$ cat src/rtl/key_pkg.sv
// Shared definitions for the key emulation / debounce path: FSM states,
// LFSR taps and the key polarity both sides agree on.
package key_pkg;

  typedef enum logic [1:0] {
    IDLE,
    PRESS_BNC,
    HOLD,
    REL_BNC
  } key_state_t;

  localparam logic [15:0] LFSR_TAPS    = 16'hB400;
  localparam logic        KEY_PRESSED  = 1'b1;
  localparam logic        KEY_RELEASED = 1'b0;

  // One right-shifting Galois step; the tap mask is applied when bit 0 falls out.
  function automatic logic [15:0] lfsr_step(input logic [15:0] q);
    return q[0] ? ((q >> 1) ^ LFSR_TAPS) : (q >> 1);
  endfunction

endpackage

$ cat src/rtl/lfsr16.sv
// Free-running 16-bit Galois LFSR; an all-zero seed would lock up, so it
// is replaced by 16'h0001.
module lfsr16
  import key_pkg::*;
(
  input  logic        clk,
  input  logic        rst,
  input  logic [15:0] seed,
  output logic [15:0] q
);

  logic [15:0] r_q;
  logic [15:0] w_seed;

  assign w_seed = (seed == 16'h0000) ? 16'h0001 : seed;

  always_ff @(posedge clk) begin
    if (rst) begin
      r_q <= w_seed;
    end else begin
      r_q <= lfsr_step(r_q);
    end
  end

  assign q = r_q;

endmodule

$ cat src/rtl/key_bounce_gen.sv
// Mechanical key emulator: on start, drives a press bounce burst, a stable
// hold and a release bounce burst on key, then pulses done.
module key_bounce_gen
  import key_pkg::*;
#(
  parameter int unsigned BOUNCE_CYCLES = 2000,
  parameter int unsigned HOLD_CYCLES   = 40000,
  parameter int unsigned TOGGLE_MAX    = 255,
  parameter logic [15:0] SEED          = 16'hACE1
) (
  input  logic clk,
  input  logic rst,
  input  logic start,
  output logic key,
  output logic busy,
  output logic done
);

  localparam int unsigned CNT_MAX = (BOUNCE_CYCLES > HOLD_CYCLES) ? BOUNCE_CYCLES : HOLD_CYCLES;
  localparam int unsigned CNT_W   = $clog2(CNT_MAX + 1);
  localparam int unsigned GAP_W   = $clog2(TOGGLE_MAX + 2);

  localparam logic [CNT_W-1:0] B_LAST  = CNT_W'(BOUNCE_CYCLES);
  localparam logic [CNT_W-1:0] H_LAST  = CNT_W'(HOLD_CYCLES);
  localparam logic [CNT_W-1:0] CNT_ONE = CNT_W'(1);
  localparam logic [7:0]       T_MASK  = 8'(TOGGLE_MAX);
  localparam logic [GAP_W-1:0] GAP_ONE = GAP_W'(1);

  key_state_t       r_state;
  logic             r_key;
  logic             r_busy;
  logic             r_done;
  logic [CNT_W-1:0] r_cnt;
  logic [GAP_W-1:0] r_gap;

  logic [15:0]      w_lfsr;
  logic             w_unused_lfsr_hi;
  logic [GAP_W-1:0] w_gap_load;
  logic [GAP_W-1:0] w_gap_next;
  logic [CNT_W-1:0] w_cnt_inc;
  logic             w_gap_expired;
  logic             w_settle_next;
  logic             w_settle_val;
  logic             w_bnc_key;

  lfsr16 u_lfsr (
    .clk  (clk),
    .rst  (rst),
    .seed (SEED),
    .q    (w_lfsr)
  );

  assign w_unused_lfsr_hi = ^w_lfsr[15:8];

  // Gap of 1..TOGGLE_MAX+1 cycles until the next bounce toggle.
  assign w_gap_load    = GAP_W'(w_lfsr[7:0] & T_MASK) + GAP_ONE;
  assign w_gap_expired = (r_gap == GAP_ONE);
  assign w_gap_next    = w_gap_expired ? w_gap_load : (r_gap - GAP_ONE);
  assign w_cnt_inc     = r_cnt + CNT_ONE;

  // The last window cycle always shows the settle level, whatever the gap says.
  assign w_settle_next = (w_cnt_inc == B_LAST);
  assign w_settle_val  = (r_state == PRESS_BNC) ? KEY_PRESSED : KEY_RELEASED;
  assign w_bnc_key     = w_settle_next ? w_settle_val : (w_gap_expired ? ~r_key : r_key);

  always_ff @(posedge clk) begin
    if (rst) begin
      r_state <= IDLE;
      r_key   <= KEY_RELEASED;
      r_busy  <= 1'b0;
      r_done  <= 1'b0;
      r_cnt   <= '0;
      r_gap   <= '0;
    end else begin
      r_done <= 1'b0;
      case (r_state)
        IDLE: begin
          r_key <= KEY_RELEASED;
          if (start) begin
            r_state <= PRESS_BNC;
            r_key   <= KEY_PRESSED;
            r_busy  <= 1'b1;
            r_cnt   <= CNT_ONE;
            r_gap   <= w_gap_load;
          end
        end

        PRESS_BNC, REL_BNC: begin
          if (r_cnt == B_LAST) begin
            if (r_state == PRESS_BNC) begin
              r_state <= HOLD;
              r_key   <= KEY_PRESSED;
              r_cnt   <= CNT_ONE;
            end else begin
              r_state <= IDLE;
              r_key   <= KEY_RELEASED;
              r_busy  <= 1'b0;
              r_done  <= 1'b1;
              r_cnt   <= '0;
            end
          end else begin
            r_cnt <= w_cnt_inc;
            r_key <= w_bnc_key;
            r_gap <= w_gap_next;
          end
        end

        HOLD: begin
          r_key <= KEY_PRESSED;
          if (r_cnt == H_LAST) begin
            r_state <= REL_BNC;
            r_key   <= KEY_RELEASED;
            r_cnt   <= CNT_ONE;
            r_gap   <= w_gap_load;
          end else begin
            r_cnt <= w_cnt_inc;
          end
        end

        default: begin
          r_state <= IDLE;
          r_key   <= KEY_RELEASED;
          r_busy  <= 1'b0;
        end
      endcase
    end
  end

  assign key  = r_key;
  assign busy = r_busy;
  assign done = r_done;

endmodule
$ cat config.mk
export PLATFORM = sky130hd
export DESIGN_NAME = key_bounce_gen
export DESIGN_NICKNAME = d
export VERILOG_FILES = /design/src/rtl/key_pkg.sv /design/src/rtl/lfsr16.sv /design/src/rtl/key_bounce_gen.sv
export SDC_FILE = /design/constraint.sdc
export NUM_CORES = 1
export LEC_CHECK = 0
export CAP_MARGIN = 40
export CORE_ASPECT_RATIO = 1.5
export CORE_MARGIN = 5
export CORE_UTILIZATION = 55
export DETAILED_ROUTE_END_ITERATION = 8
export PLACE_DENSITY = 0.76
export SLEW_MARGIN = 20
export SYNTH_ARGS = -nofsm -noshare
export SYNTH_HDL_FRONTEND = slang
export SYNTH_SLANG_ARGS = --single-unit
export TNS_END_PERCENT = 5
$ cat constraint.sdc
create_clock -name clk -period 3.8 [get_ports clk]
set_input_delay 0.38 -clock clk [delete_from_list [all_inputs] [get_ports clk]]
set_output_delay 0.38 -clock clk [all_outputs]
set_load 0.02 [all_outputs]
==> flow_metrics.tcl, run 1 <==
set metrics [dict create \
    fmax_ghz 0.416 \
    synth_ff_type "dfxtp_1" \
    path_class "register to register" \
    ctsHoldBuffers 0 \
    cp-end-kind "register" \
    post_cts_buffers 0 \
    ctsResizeCount 0 \
    cts_tree "yes" \
    worstSetupEndpoint "r_cnt[15]" \
    maxCapViolations 0 \
    hold_path_class "register to register" \
    multi_input_area_um2 1610 \
    drt_first_iter_violations 165 \
    first_pass_iters 5 \
    fin_nets 329 \
    grt_max_degree 40 \
    rows 31 \
    netlist_area_um2 2690 \
    antenna_cells 0 \
    synthArstFlopShare_pct 0 \
    finalPower_uw 1840 \
    grt_overflow_total 0 \
    post-route-min-period_ns 2.40 \
    synth_area_per_cell_um2 8.26 \
    synth_cell_types 55 \
    p_leak_uw 0.00100 \
    worstReg2RegStart "r_cnt[0]" \
    die-height_um 95.7 \
    ioPinCount 6 \
    grt_pass1_vias 2127 \
    h-tree-depth 2 \
    syn_nets 339 \
    core_um2 4810 \
    status "complete, no violations" \
    synth_enable_flop_cells 0 \
    grt_use_total_pct 18.9 \
    synthTopCellsByCount "46 x dfxtp_1, 27 x nand2_1, 27 x nor2_1" \
    drive_gt1_share_pct 8.83 \
    antenna_left 0 \
    die_w_um 67.1 \
    syn_inst 326 \
    r2r-end "r_cnt[15]" \
    nFillCells 465 \
    dieArea_um2 6430 \
    peakVddDrop_mv 0.338 \
    root_buffer "clkbuf_8" \
    cts_buffer_depth 2 \
    dr.max_layer_used "met4" \
    cp.required_ns 4.03 \
    route.met3.wl_um 169 \
    clk_pin_slew_ns 0.08 \
    crit_start "r_cnt[0]" \
    crit_fanout 19 \
    worstMarginPinSlew_ns 0.803 \
    setup_violations 0 \
    io_buffers 5 \
    synthTopCellsByArea "dfxtp_1 34%, ha_1 4.6%, nand4_1 4.6%" \
    met2_length_um 2970 \
    cts_buffers 5 \
    yosysMostFrequentCell "dfxtp_1" \
    hold_violations 0 \
    yosysTopAreaCellShare_pct 34.2 \
    arrival_ns 2.63 \
    synth_area_leader_cell "dfxtp_1" \
    power_density_nw_per_um2 649 \
    dp.cells 375 \
    reg2reg_slack_ns 1.40 \
    fin_crit_sh_pct 63.2 \
    worst_clock_skew_ns 0.0120 \
    gp_congestion 0.902 \
    ys_seq_elements 46 \
    slew_violations 0 \
    start_kind "register" \
    initial_core_util_pct 56.0 \
    antenna_found_initial 0 \
    rsz0062_at_grt "no" \
    route.detailed.drc 0 \
    slew_headroom_pct 46.3 \
    clock_latency_ns 0.31 \
    seq_area_frac_synth_pct 34.2 \
    vias_per_cell 6.03 \
    wire_per_inst_um 14.7 \
    area_growth_pct 5.39 \
    setup-tns-final_ns 0 \
    cts.sinks 46 \
    reg2reg_depth 7 \
    ff_latch_area_um2 921 \
    hpwl_um 3960 \
    m1WireLength_um 2360 \
    vias 2309 \
    final_cells 383 \
    ys_warn_count 0 \
    wl_um 5620 \
    grt_pass1_wl_um 9600 \
]
==> worst min-delay path by stage <==
stage / start / to / slack [ns] / cells past startpoint
after floorplan: u_lfsr.q[12] / u_lfsr.q[11] / 0.39 / 1
final: u_lfsr.q[12] / u_lfsr.q[11] / 0.42 / 1
after detailed placement: u_lfsr.q[12] / u_lfsr.q[11] / 0.40 / 1
after CTS: u_lfsr.q[12] / u_lfsr.q[11] / 0.43 / 1
after global placement: u_lfsr.q[8] / u_lfsr.q[7] / 0.41 / 1
after global routing: u_lfsr.q[8] / u_lfsr.q[7] / 0.45 / 1
==> metrics by stage <==
step / area (um^2) / util, % / setup slack, ns / hold WS (ns)
CTS: 2840 / 59.0 / 1.37 / 0.426
detailed placement: 2730 / 56.8 / 1.40 / 0.398
global route: 2840 / 59.0 / 1.19 / 0.445
floorplan: 2690 / - / 1.71 / 0.389
global placement: 2720 / 56.6 / 1.33 / 0.405
finish: 2840 / 59.0 / 1.40 / 0.421
==> power breakdown <==
part	internal (uW)	total [uW]	switching, uW
Sequential	560	645	84.8
Combinational	304	832	528
Clock	194	366	173
Total	1060	1840	786
==> cell usage in the layout, fill, tap and decap left out, types with 7 or more instances in the layout <==
master,n
dfxtp_1,46
nor2_1,27
nand2_1,27
nand4_1,20
nand3_1,17
a21oi_1,16
inv_1,11
nor2b_1,11
o21ai_1,11
xnor2_1,11
ha_1,10
or2_2,7
==> layer usage <==
layer | track usage (%) | vias to the layer above
met5 | 0 | -
met4 | 6.94 | 0
met1 | 21.0 | 1090
met3 | 2.92 | 11
li1 | - | 1171
met2 | 35.4 | 37
==> final cells by class <==
type                            count  area share, %
Clock buffer                        5           2.42
Tap cell                           66           2.91
Sequential cell                    46           32.4
Multi-Input combinational cell    244           56.8
Inverter                           11           1.45
Clock inverter                      3           1.41
Timing Repair Buffer                8           2.56
==> critical path: stages, from the launching register on <==
cell and delay [ns]:
dfxtp_1 0.44, inv_1 0.07, ha_1 0.20, nor3b_2 0.18, a41oi_2 0.36, a21o_1 0.53
nand3_1 0.30, o211ai_1 0.25
==> flip-flops by register name, indices dropped and copies added, names as in the netlist <==
name	flops
u_lfsr.q	16
busy	1
r_cnt	16
r_state	2
key	1
r_gap	9
done	1
==> logic make-up (layout without fill, tap and decap cells) <==
family                   count (synthesis)  count (layout)  synth area share [%]
flip-flops                              46              46                  34.2
AND/OR/NAND/NOR                        147             147                  30.8
multiplexers                             4               4                  1.49
buffers and inverters                   36              27                  5.95
XOR/XNOR                                13              13                  4.23
AO/OA/AOI/OAI                           70              70                  18.7
adder cells (fa/ha/maj)                 10              10                  4.64
Note: power is estimated with default switching activity, not from simulation.
==> inputs of run 2 (changes only) <==
==> constraint.sdc (replaced) <==
create_clock -name clk -period 2.3 [get_ports clk]
set_input_delay 0.23 -clock clk [delete_from_list [all_inputs] [get_ports clk]]
set_output_delay 0.23 -clock clk [all_outputs]
set_load 0.02 [all_outputs]
==> run 2 against run 1 <==
Non-clock buffer count grew 7. Core utilization grew 1.0 points. Sequential share of layout area shrank 0.55 points. Wire length grew 6.3%. Global-route usage grew 2.2 points. Combinational power grew 80%. Register-to-register slack lost 1.3 ns. Sequential power grew 64%. Final cell count grew 1.6%. Worst setup slack lost 1.3 ns. Critical endpoint is now key.
==> flow_metrics.tcl, run 2 (same netlist as run 1, synthesis figures left out) <==
set metrics [dict create \
    rows 31 \
    dr.max_layer_used "met4" \
    maxCapViolations 0 \
    pre_cts_slack_ns 0.0280 \
    initial_core_util_pct 56.0 \
    cts_tree "yes" \
    cts.sinks 46 \
    grt_overflow_total 0 \
    wire_per_inst_um 15.4 \
    grt_pass1_wl_um 10600 \
    cp-end-kind "register" \
    arrival_ns 2.39 \
    worstMarginPinSlew_ns 0.776 \
    power_density_nw_per_um2 1050 \
    p_int_uw 1720 \
    slew_violations 0 \
    gp_congestion 0.819 \
    finalWorstSetupSlack_ns 0.145 \
    final_cell_mix "46 x dfxtp_1, 27 x nand2_1, 26 x nor2_1" \
    route.detailed.drc 0 \
    grt_use_total_pct 21.2 \
    die-height_um 95.7 \
    cts_buffers 5 \
    setup-tns-final_ns 0 \
    worst_clock_skew_ns 0.0159 \
    fin_area_um2 2890 \
    antenna_left 0 \
    seq_power_share_pct 34.7 \
    drive_gt1_share_pct 12.1 \
    crit_fanout 8 \
    ioPinCount 6 \
    grt_pass1_vias 2318 \
    area_growth_pct 7.20 \
    antenna_cells 0 \
    p_leak_uw 0.00102 \
    post-route-min-period_ns 2.16 \
    met2_length_um 3260 \
    slew_headroom_pct 48.0 \
    fin_crit_sh_pct 93.7 \
    utilization_pct 60.0 \
    reg2reg_slack_ns 0.14 \
    whs_ns 0.427 \
    swShare_pct 43.6 \
    status "complete, no violations" \
    worstReg2RegStart "r_cnt[3]" \
    dieArea_um2 6430 \
    vias 2381 \
    drt_first_iter_violations 176 \
    root_buffer "clkbuf_8" \
    hpwl_um 4260 \
    p_switching_uw 1330 \
    dpl_cell_area_um2 2780 \
    power_frac_comb_pct 49.3 \
    first_pass_iters 5 \
    hold_violations 0 \
    clock_latency_ns 0.31 \
    cp.required_ns 2.53 \
    wl_um 5970 \
    reg2reg_depth 5 \
    r2r-end "key" \
    worstSetupEndpoint "key" \
    rsz0062_at_grt "no" \
    die_w_um 67.1 \
    setup_violations 0 \
    antenna_found_initial 0 \
    post_cts_buffers 0 \
    path_class "register to register" \
    final_common_cell "dfxtp_1" \
    hold_path_class "register to register" \
    io_buffers 5 \
    route.met3.wl_um 132 \
    m1WireLength_um 2420 \
    crit_start "r_cnt[3]" \
    fin_nets 336 \
    vias_per_cell 6.12 \
    clk_pin_slew_ns 0.10 \
    fmax_ghz 0.464 \
    clkPwrFrac_pct 16.0 \
    h-tree-depth 2 \
    grt_max_degree 38 \
    cts_buffer_depth 2 \
    peakVddDrop_mv 0.596 \
    start_kind "register" \
    core_um2 4810 \
]
-- run 2: layer usage --
metal  vias up  track usage, %
li1       1185               -
met5         -               0
met4         0            8.80
met1      1136            23.2
met3        14            3.27
met2        46            39.4
-- run 2: layout make-up --
class | instances | area (um^2)
Timing Repair Buffer | 15 | 125
Clock buffer | 5 | 68.8
Multi-Input combinational cell | 244 | 1630
Tap cell | 66 | 82.6
Inverter | 11 | 41.3
Clock inverter | 2 | 15.0
Sequential cell | 46 | 921
Fill cell | 462 | 1920
-- run 2: repair_timing --
item | CTS | global route
resized for setup | 1 | 5
setup endpoints to repair | 4 | 10
pin swaps | 0 | 1
hold buffers | 0 | 0
-- run 2: worst min-delay path by stage --
stage	startpoint	endpoint	depth (start not counted)
finish	u_lfsr.q[12]	u_lfsr.q[11]	1
detailed placement	u_lfsr.q[12]	u_lfsr.q[11]	1
floorplan	u_lfsr.q[12]	u_lfsr.q[11]	1
global route	u_lfsr.q[12]	u_lfsr.q[11]	1
global placement	u_lfsr.q[12]	u_lfsr.q[11]	1
CTS	u_lfsr.q[12]	u_lfsr.q[11]	1
-- run 2: through the flow --
step                total power [uW]  cells
CTS                             3020    388
global placement                2490    381
global route                    3290    389
floorplan                       2210    326
finish                          3040    389
detailed placement              2530    381
-- run 2: power by group through the flow --
stage | combinational, uW | clock [uW] | sequential, uW
global route | 1680 | 531 | 1080
detailed placement | 1450 | 0 | 1070
floorplan | 1160 | 0 | 1050
global placement | 1420 | 0 | 1060
finish | 1500 | 485 | 1060
CTS | 1470 | 500 | 1050
-- run 2: worst max-delay path: stages (launching register included) --
cell and delay [ns]:
dfxtp_1 0.52, nand3_1 0.18, or4_1 0.56, xnor2_1 0.18, o41ai_2 0.40, mux2i_1 0.25
